$ cat src/rtl/stream_mux_n.sv
// stream_mux_n: N-input valid/ready stream mux with built-in arbitration.
// Optional packet lock via STREAM_MUX_PKT_LOCK_EN.
module stream_mux_n #(
  parameter int INPUTS = 4,
  parameter int WIDTH  = 64,
  parameter bit RR     = 1'b1,
  localparam int SELW  = $clog2(INPUTS)
) (
  input  logic                          clk,
  input  logic                          reset_n,
  input  logic [INPUTS-1:0]             in_valid,
  output logic [INPUTS-1:0]             in_ready,
  input  logic [INPUTS-1:0][WIDTH-1:0]  in_data,
`ifdef STREAM_MUX_PKT_LOCK_EN
  input  logic [INPUTS-1:0]             in_last,
  output logic                          out_last,
`endif
  output logic                          out_valid,
  input  logic                          out_ready,
  output logic [WIDTH-1:0]              out_data,
  output logic [SELW-1:0]               out_sel
);

  logic            load;
  logic            found;
  logic            xfer;
  logic [SELW-1:0] ptr;
  logic [SELW-1:0] base;
  logic [SELW-1:0] idx;
  logic [SELW-1:0] gsel;
  logic [SELW-1:0] nxt;
`ifdef STREAM_MUX_PKT_LOCK_EN
  logic            locked;
  logic [SELW-1:0] lock_ch;
`endif

  assign load = !out_valid || out_ready;
  assign xfer = load && found;
  assign nxt  = (gsel == SELW'(INPUTS-1)) ? '0 : gsel + 1'b1;

  // first valid channel searching upward from base, wrapping
  always_comb begin
    found = 1'b0;
    gsel  = '0;
    idx   = '0;
    base  = RR ? ptr : '0;
`ifdef STREAM_MUX_PKT_LOCK_EN
    if (locked) begin
      found = in_valid[lock_ch];
      gsel  = lock_ch;
    end else begin
`else
    begin
`endif
      for (int i = 0; i < INPUTS; i++) begin
        idx = SELW'((int'(base) + i) % INPUTS);
        if (!found && in_valid[idx]) begin
          found = 1'b1;
          gsel  = idx;
        end
      end
    end
  end

  // one-hot ready, forced low while reset is held
  always_comb begin
    in_ready = '0;
    if (reset_n && xfer) in_ready[gsel] = 1'b1;
  end

  // output register, arbitration pointer and packet lock
  always_ff @(posedge clk or negedge reset_n) begin
    if (!reset_n) begin
      out_valid <= 1'b0;
      out_data  <= '0;
      out_sel   <= '0;
      ptr       <= '0;
`ifdef STREAM_MUX_PKT_LOCK_EN
      out_last  <= 1'b0;
      locked    <= 1'b0;
      lock_ch   <= '0;
`endif
    end else if (xfer) begin
      out_valid <= 1'b1;
      out_data  <= in_data[gsel];
      out_sel   <= gsel;
`ifdef STREAM_MUX_PKT_LOCK_EN
      out_last  <= in_last[gsel];
      locked    <= !in_last[gsel];
      lock_ch   <= gsel;
      if (in_last[gsel]) ptr <= nxt;
`else
      ptr       <= nxt;
`endif
    end else if (out_ready) begin
      out_valid <= 1'b0;
    end
  end

endmodule

$ cat config.mk
export PLATFORM = sky130hd
export DESIGN_NAME = stream_mux_n
export DESIGN_NICKNAME = d
export VERILOG_FILES = /design/src/rtl/stream_mux_n.sv
export SDC_FILE = /design/constraint.sdc
export NUM_CORES = 1
export LEC_CHECK = 0
export CORE_AREA = 5 5 128 130
export CTS_CLUSTER_SIZE = 28
export DETAILED_ROUTE_END_ITERATION = 6
export DIE_AREA = 0 0 133 135
export PLACE_DENSITY = 0.71
export SLEW_MARGIN = 20
export SYNTH_ARGS = -nofsm -noshare
export SYNTH_HDL_FRONTEND = slang
export SYNTH_SLANG_ARGS = --single-unit
$ cat constraint.sdc
create_clock -name clk -period 3.3 [get_ports clk]
set_input_delay 0.495 -clock clk [delete_from_list [all_inputs] [get_ports clk]]
set_output_delay 0.495 -clock clk [all_outputs]
set_load 0.01 [all_outputs]
## After elaboration in Yosys (flattened, before gate mapping)

Index checks and enable logic that the tools add are counted.

- Word-level logic and storage cells: 51
- Register bits: 69
- Output and inout port bits: 71
- Input port bits: 263

- Order comparisons: 6
- Eq/ne operators: 1
- Reductions and logical operators: 12
- Muxes and demuxes: 24
- Add/subtract/negate cells: 4

Operators by type and width:

| operator | number |
|---|---|
| 64-bit binary-select mux with 2-bit select | 1 |
| 64-bit 2-to-1 mux | 1 |
| 2-bit by 3-bit less-than comparator with 1-bit output (second input constant) | 5 |
| 1-bit 2-to-1 mux | 11 |
| 2-bit 2-to-1 mux | 5 |
| 1-bit binary-select mux with 2-bit select | 4 |
| 1-bit logical AND | 6 |
| 2-bit by 1-bit adder with 2-bit output (second input constant) | 2 |
| 2-bit adder (second input constant) | 2 |
| 1-bit logical NOT | 4 |
| 4-bit 2-to-1 mux | 1 |
| 1-bit demux with 2-bit select | 1 |
| 2-bit equality test (second input constant) | 1 |
| 2-bit by 1-bit greater-or-equal comparator with 1-bit output (second input constant) | 1 |
| 2-bit nonzero test | 1 |
| 1-bit logical OR | 1 |

## Longest topological paths before layout

Gate-level depths: netlist (run 1).

- Word-level depth: 17
- Gate-level depth with buffers: 8
- Mapped depth without buffers: 6

## Worst setup path after synthesis (run 1)

OpenSTA, ideal clock, no wires.

- Path kind: input -> output
- Start: input port in_valid[2]
- End: output port in_ready[1]
- Path slack: 1045 ps
- Stages on the path: 8
- Buffers on the path: 2
- Arrival time: 1760 ps
- Data required time: 2805 ps
- Cell sequence: nor2b_4 > a21o_1 > a211o_1 > clkbuf_1 > buf_2 > inv_1 > ha_1 > and3_1

- Word-level cells in the longest chain between the ends: 17
- Elaborated cells between the ends (all ways): 30
- Classes of those cells: order compare (2); mux (19); reduce/logical (9)

RTL lines:

| item | RTL line | source |
|---|---|---|
| start: declaration | 11 | `input logic [INPUTS-1:0] in_valid,` |
| 1-bit binary-select mux with 2-bit select | 57 | `if (!found && in_valid[idx]) begin` |
| 1-bit 2-to-1 mux (implied by the code) | 57 |  |
| 1-bit 2-to-1 mux | 57 |  |
| 1-bit logical NOT | 57 |  |
| 1-bit logical AND | 57 |  |
| 1-bit 2-to-1 mux | 57 |  |
| 1-bit logical NOT | 57 |  |
| 1-bit logical AND | 57 |  |
| 1-bit 2-to-1 mux | 57 |  |
| 1-bit logical NOT | 57 |  |
| 1-bit logical AND | 57 |  |
| 2-bit 2-to-1 mux | 57 |  |
| 2-bit by 3-bit less-than comparator with 1-bit output (implied by the code) or 2-bit by 1-bit greater-or-equal comparator with 1-bit output (tied branches) | 68 | `if (reset_n && xfer) in_ready[gsel] = 1'b1;` |
| 1-bit logical AND (implied by the code) | 68 |  |
| 1-bit 2-to-1 mux (implied by the code) | 68 |  |
| 1-bit demux with 2-bit select | 68 |  |
| 4-bit 2-to-1 mux (*) | 68 |  |
| end: declaration | 12 | `output logic [INPUTS-1:0] in_ready,` |

Mark *: on every way between the ends. The rest lies on a longest branch, timed or not. The select of a mux whose other input is x is not followed.

## Worst setup path after layout (run 1)

- Start: input port in_valid[3]
- End: output port in_ready[1]

The elaborated chain is that of the path after synthesis.

==> results of run 1 <==
[cell usage in the layout, fill, tap and decap left out, types with 2 or more instances in the layout]
master,Yosys,layout
a21oi_1,5,5
buf_4,3,6
mux2i_1,128,128
buf_12,0,3
nor2_1,2,2
nand2_1,70,70
clkbuf_1,14,3
nand2b_1,3,2
clkbuf_16,0,9
a21o_1,3,2
o221ai_2,10,10
o221ai_1,54,54
dfrtp_1,69,69
clkdlybuf4s50_1,0,332
nor3_1,2,2
inv_1,4,4
clkinv_2,0,2
[critical path: stages]
cell and delay, ps:
clkdlybuf4s50_1 550, inv_1 60, a21o_1 160, a211o_4 360
inv_1 100, ha_1 140, and3_1 150, clkdlybuf4s50_1 570
[Yosys cell counts (2+ instances only)]
cell type and instances:
o221ai_2 10, nand2b_1 3, mux2i_1 128, buf_4 3
nor2_1 2, buf_2 9, dfrtp_1 69, a21oi_1 5
nand2_1 70, buf_6 10, inv_1 4, a21o_1 3
clkbuf_1 14, o221ai_1 54, nor3_1 2
[cell families after synthesis]
kind of cell / count (synthesis) / share of synthesized area (%)
AO/OA/AOI/OAI: 75 / 16.3
adder cells (fa/ha/maj): 1 / 0.290
buffers and inverters: 40 / 5.75
flip-flops: 69 / 40.1
multiplexers: 128 / 29.7
AND/OR/NAND/NOR: 82 / 7.87
[per-stage QoR]
| stage | power (mW) | utilization (%) |
|---|---|---|
| after floorplan | 2.74 | - |
| after global placement | 3.95 | 51.6 |
| after detailed placement | 4.01 | 51.6 |
| after CTS | 4.90 | 53.3 |
| after global routing | 5.12 | 53.3 |
| final | 4.82 | 53.3 |
[final cells by class]
class | instances | area, µm² | area share (%)
Clock inverter | 2 | 10.0 | 0.125
Sequential cell | 69 | 1730 | 21.6
Multi-Input combinational cell | 286 | 2350 | 29.3
Timing Repair Buffer | 341 | 3430 | 42.8
Tap cell | 188 | 235 | 2.94
Clock buffer | 13 | 250 | 3.12
Inverter | 4 | 15.0 | 0.187
[flip-flops by register name (all words and copies together), names as in the netlist]
register / flops
out_valid: 1
out_sel: 2
base: 2
out_data: 64
[worst max-delay path by stage]
| stage | end | slack [ps] | depth (start not counted) |
|---|---|---|---|
| after floorplan | in_ready[1] | 1040 | 8 |
| after detailed placement | in_ready[1] | 210 | 8 |
| after CTS | in_ready[1] | 210 | 8 |
| final | in_ready[1] | 220 | 8 |
| after global placement | in_ready[1] | 250 | 8 |
| after global routing | in_ready[1] | 140 | 8 |
[power by group through the flow]
stage	sequential (mW)	clock, mW	combinational (mW)
6_report	1.38	0.862	2.58
5_1_grt	1.42	0.931	2.77
4_1_cts	1.38	0.891	2.63
3_5_place_dp	1.39	0	2.63
3_3_place_gp	1.37	0	2.58
2_1_floorplan	1.52	0	1.22
[routing by layer]
metal | share of wire, % | up-vias | track usage (%)
li1 | - | 2135 | -
met1 | 36 | 2091 | 18.8
met2 | 51 | 223 | 32.7
met3 | 10 | 31 | 6.48
met4 | 3.0 | 0 | 7.62
met5 | 0 | - | 0
==> run metrics, run 1 <==
pwr dens 602 mW/mm²; largest net degree at the start of global routing 70; Worst Setup SP in_valid[3]; Placed Area 0.00775 mm²; Core ar. 0.0150 mm²; Max Fclk 0.324 GHz; drt drc 0; syn nets 659; Slew @ Worst Pin 970 ps; Final ANT Viol Nets 0; CTS buffer count 9; CTS tree done; final worst slack 217 ps; Final Max Tran Viols 0; post-DR vias/cell 4.96; pre-CTS setup slack 212 ps; sequential power share 28.6%; Root Driver clkbuf_16; outcome completed; Starting Density 28.7%; Non-Filler Instances 903; CTS Hold Bufs 0; # resized after CTS 0; Longest Clk Path Bufs 2; Remaining Overflow, GRT 0; FP Rows 45; Internal Power 3.15 mW; CP required 2800 ps; clock network fraction of total power 17.9%; die area 0.0180 mm²; Avg Cell Area, Syn 10.9 µm²; Pre-antenna DRT Iters 4; startpoint types input pin; Synth area leader dfrtp_1; hold slack 411 ps; # setup viols final 0; Clock Pin Slew Worst Setup and Hold Paths 60 ps; flop2flop setup slack 980 ps; Hold Crit Class in2async; antenna cells 0; Layout area overhead 86.0%; Final min period 3080 ps; async set or reset register ratio after synthesis 100%; RR Endpoint out_data[36]; Fin Setup TNS 0 ps; Hold Violations, Final 0; Lkg Pwr 3.46 nW; Critical Path End Type output pin; clk_lat worst skew 320 ps; fillers 1,324; DP Cell Count 888; combinational fraction of design power 53.6%; RR Startpoint base[0]; Syn. warnings 0; flops & latches, synth 69; Post-synth EDFFs 0; WL final 16,800 µm; GRT Total Usage 18.0%; DR iter-0 viols 109; GP Congestion 0.828; Tcrit/Tclk final 93.4%; worst clock skew 4.78 ps; Post-CTS Setup Bufs 0; initial antenna violation count 0; max_slew headroom 35.3%; ys flop type dfrtp_1; Post-Synthesis Cells 395; sequential share of the synthesized area 40.1%; Die X-Extent 133 µm; IO Port Bufs 333; switching pwr 1.67 mW; Switching Fraction 34.6%; largest cells by area after synthesis dfrtp_1, mux2i_1, o221ai_1; Clock H-tree levels 3; Distinct cells, synth 24; Top Ports 334; via total after detailed routing 4,480; critical path class in2out; Max Cap Viol 0; clk sink count 69; mapped cell area 0.00431 mm²; Worst EP arrival 2590 ps; Final HPWL DP 13,500 µm; Final Cell Area 0.00801 mm²; fin nets 975; Peak VDD IR 0.282 mV; Crit Path Max Fanout 4; first-pass GRT wire length 25,800 µm; share of the synthesized area in the top cell type 40.1%; unrepaired setup endpoints after global routing false; WL/cell 18.6 µm; Die Ht 135 µm; layout cell share with drive strength beyond 1 5.17%; R2R depth 6; number of global-route vias before repair 4,983
Power figures use the tool's default switching activity.
==> run 2, diff against run 1 <==
Settings changed: CTS_BUF_LIST from default to sky130_fd_sc_hd__clkbuf_4.
==> run 2 against run 1 <==
Net effect:
- maximum frequency about the same
- clock power shrank 45%
- global-route usage rose by 0.071 points
- clock skew up 14 ps
- die area stayed put
- core utilization down 1.0 points
- cell count grew 0.22%
- flip-flop and latch count stayed put
- combinational power is essentially flat
- critical path type unchanged
- critical endpoint unchanged
- largest cell class unchanged
- largest power group unchanged
- highest routed layer unchanged
==> run metrics, run 2 (synthesis results as in run 1) <==
Lkg Pwr 3.40 nW (-1.9%); Clock Pin Slew Worst Setup and Hold Paths 120 ps (+60 ps); post-DR vias/cell 4.95 (-0.29%); Util after Layout 52.3% (-1.0 points); GR Util met1 19.1% (+0.28 points); Pre-antenna DRT Iters 4 (unchanged); layout cell share with drive strength beyond 1 5.45% (+0.28 points); Worst EP arrival 2590 ps (about the same); Remaining Overflow, GRT 0 (unchanged); IO Port Bufs 333 (unchanged); Critical Path End Type output pin; fillers 1,334 (+0.76%); CTS buffer count 9 (unchanged); Non-Filler Instances 905 (+0.22%); GP Congestion 0.828 (unchanged); CP required 2800 ps (about the same); outcome completed; Peak VDD IR 0.332 mV (+18%); Reg with most FFs out_data; Placed Area 0.00775 mm² (unchanged); Fin Setup TNS 0 ps (unchanged); WL final 16,800 µm (+0.24%); WL/cell 18.6 µm (about the same); commonest non-fill, non-tap cells in the layout clkdlybuf4s50_1, mux2i_1, nand2_1; fin nets 975 (unchanged); Max Fclk 0.324 GHz (about the same); final worst slack 217 ps (-0.309 ps); CTS Hold Bufs 0 (unchanged); die area 0.0180 mm² (unchanged); CTS tree done; Final Cell Area 0.00786 mm² (-1.9%); largest net degree at the start of global routing 70 (unchanged); Clock H-tree levels 3 (unchanged); initial antenna violation count 1 (+1); max_slew headroom 35.2% (-0.11 points); Final HPWL DP 13,500 µm (unchanged); busiest grt layer met2; Hold Crit Class in2async; Post-CTS Setup Bufs 0 (unchanged); # resized after CTS 0 (unchanged); unrepaired setup endpoints after global routing false; via total after detailed routing 4,477 (-0.067%); Final Max Tran Viols 0 (unchanged); number of global-route vias before repair 4,951 (-0.64%); Longest Clk Path Bufs 2 (unchanged); Final min period 3080 ps (+0.309 ps); hold slack 303 ps (-109 ps); Tot Pwr 4.43 mW (-8.2%); met3 Resource Use GR 6.86% (+0.37 points); most common cell after layout, fill and taps aside clkdlybuf4s50_1; first-pass GRT wire length 25,800 µm (about the same); critical path class in2out; Root Driver clkbuf_4; Final ANT Viol Nets 0 (unchanged); DP Cell Count 888 (unchanged); # setup viols final 0 (unchanged); Die Ht 135 µm (unchanged); Tcrit/Tclk final 93.4% (about the same); worst clock skew 18.4 ps (+13.6 ps); FP Rows 45 (unchanged); grt met2 use 33.2% (+0.42 points); flip-flop count of the largest register after layout 64 (unchanged); clk_lat worst skew 410 ps (+90 ps); Hold Violations, Final 0 (unchanged); pre-CTS setup slack 212 ps (unchanged); Starting Density 28.7% (unchanged); Max Cap Viol 0 (unchanged); pwr dens 564 mW/mm² (-6.4%); clk sink count 69 (unchanged); Core ar. 0.0150 mm² (unchanged); Layout area overhead 82.5%; startpoint types input pin; GRT Total Usage 18.1% (+0.071 points); DR iter-0 viols 109 (unchanged); Top Ports 334 (unchanged); drt drc 0 (unchanged); Slew @ Worst Pin 972 ps (+1.58 ps); Die X-Extent 133 µm (unchanged); area of the multi-input gates 0.00235 mm² (unchanged); Crit Path Max Fanout 4 (unchanged); sequential standard cell area 0.00173 mm² (unchanged)
-- run 2: cell types whose count changed in the layout (fill, tap and decap cells not counted), sizes merged --
cell | before | now
clkinv | 2 | 3
clkbuf | 13 | 12
diode | 0 | 2
-- run 2: routing by layer --
layer | part of all wire (%) | wire (µm)
met1 | 37 | 6140
met2 | 52 | 8650
met3 | 9.8 | 1650
met4 | 2.1 | 348
met5 | 0 | 0
-- run 2: cell type report --
class / count / area share [%]
Timing Repair Buffer: 341 / 43.6
Sequential cell: 69 / 22.0
Inverter: 4 / 0.191
Clock inverter: 3 / 0.175
Multi-Input combinational cell: 286 / 29.8
Tap cell: 188 / 2.99
Antenna cell: 2 / 0.0637
Clock buffer: 12 / 1.15
-- run 2: worst paths after layout --
kind	start	endpoint	slack (ps)	cells after the start
min reg2reg	out_data[59]	out_data[59]	500	2
max reg2reg	base[0]	out_data[36]	960	6
min	reset_n	out_data[58]	300	2
max	in_valid[3]	in_ready[1]	220	8
max in group asynchronous	reset_n	out_data[24]	2440	2
min in group clk	out_data[59]	out_data[59]	500	2
-- run 2: worst max-delay path, cell delays in order --
cell and delay (ps):
clkdlybuf4s50_1 550, inv_1 60, a21o_1 160, a211o_4 360
inv_1 100, ha_1 140, and3_1 150, clkdlybuf4s50_1 570
-- run 2: power breakdown --
part           switching (mW)  leakage [nW]  internal [mW]  total, mW
Clock                   0.300        0.0646          0.172      0.472
Combinational            1.14          2.49           1.45       2.59
Sequential              0.197         0.842           1.18       1.37
Total                    1.63          3.40           2.80       4.43
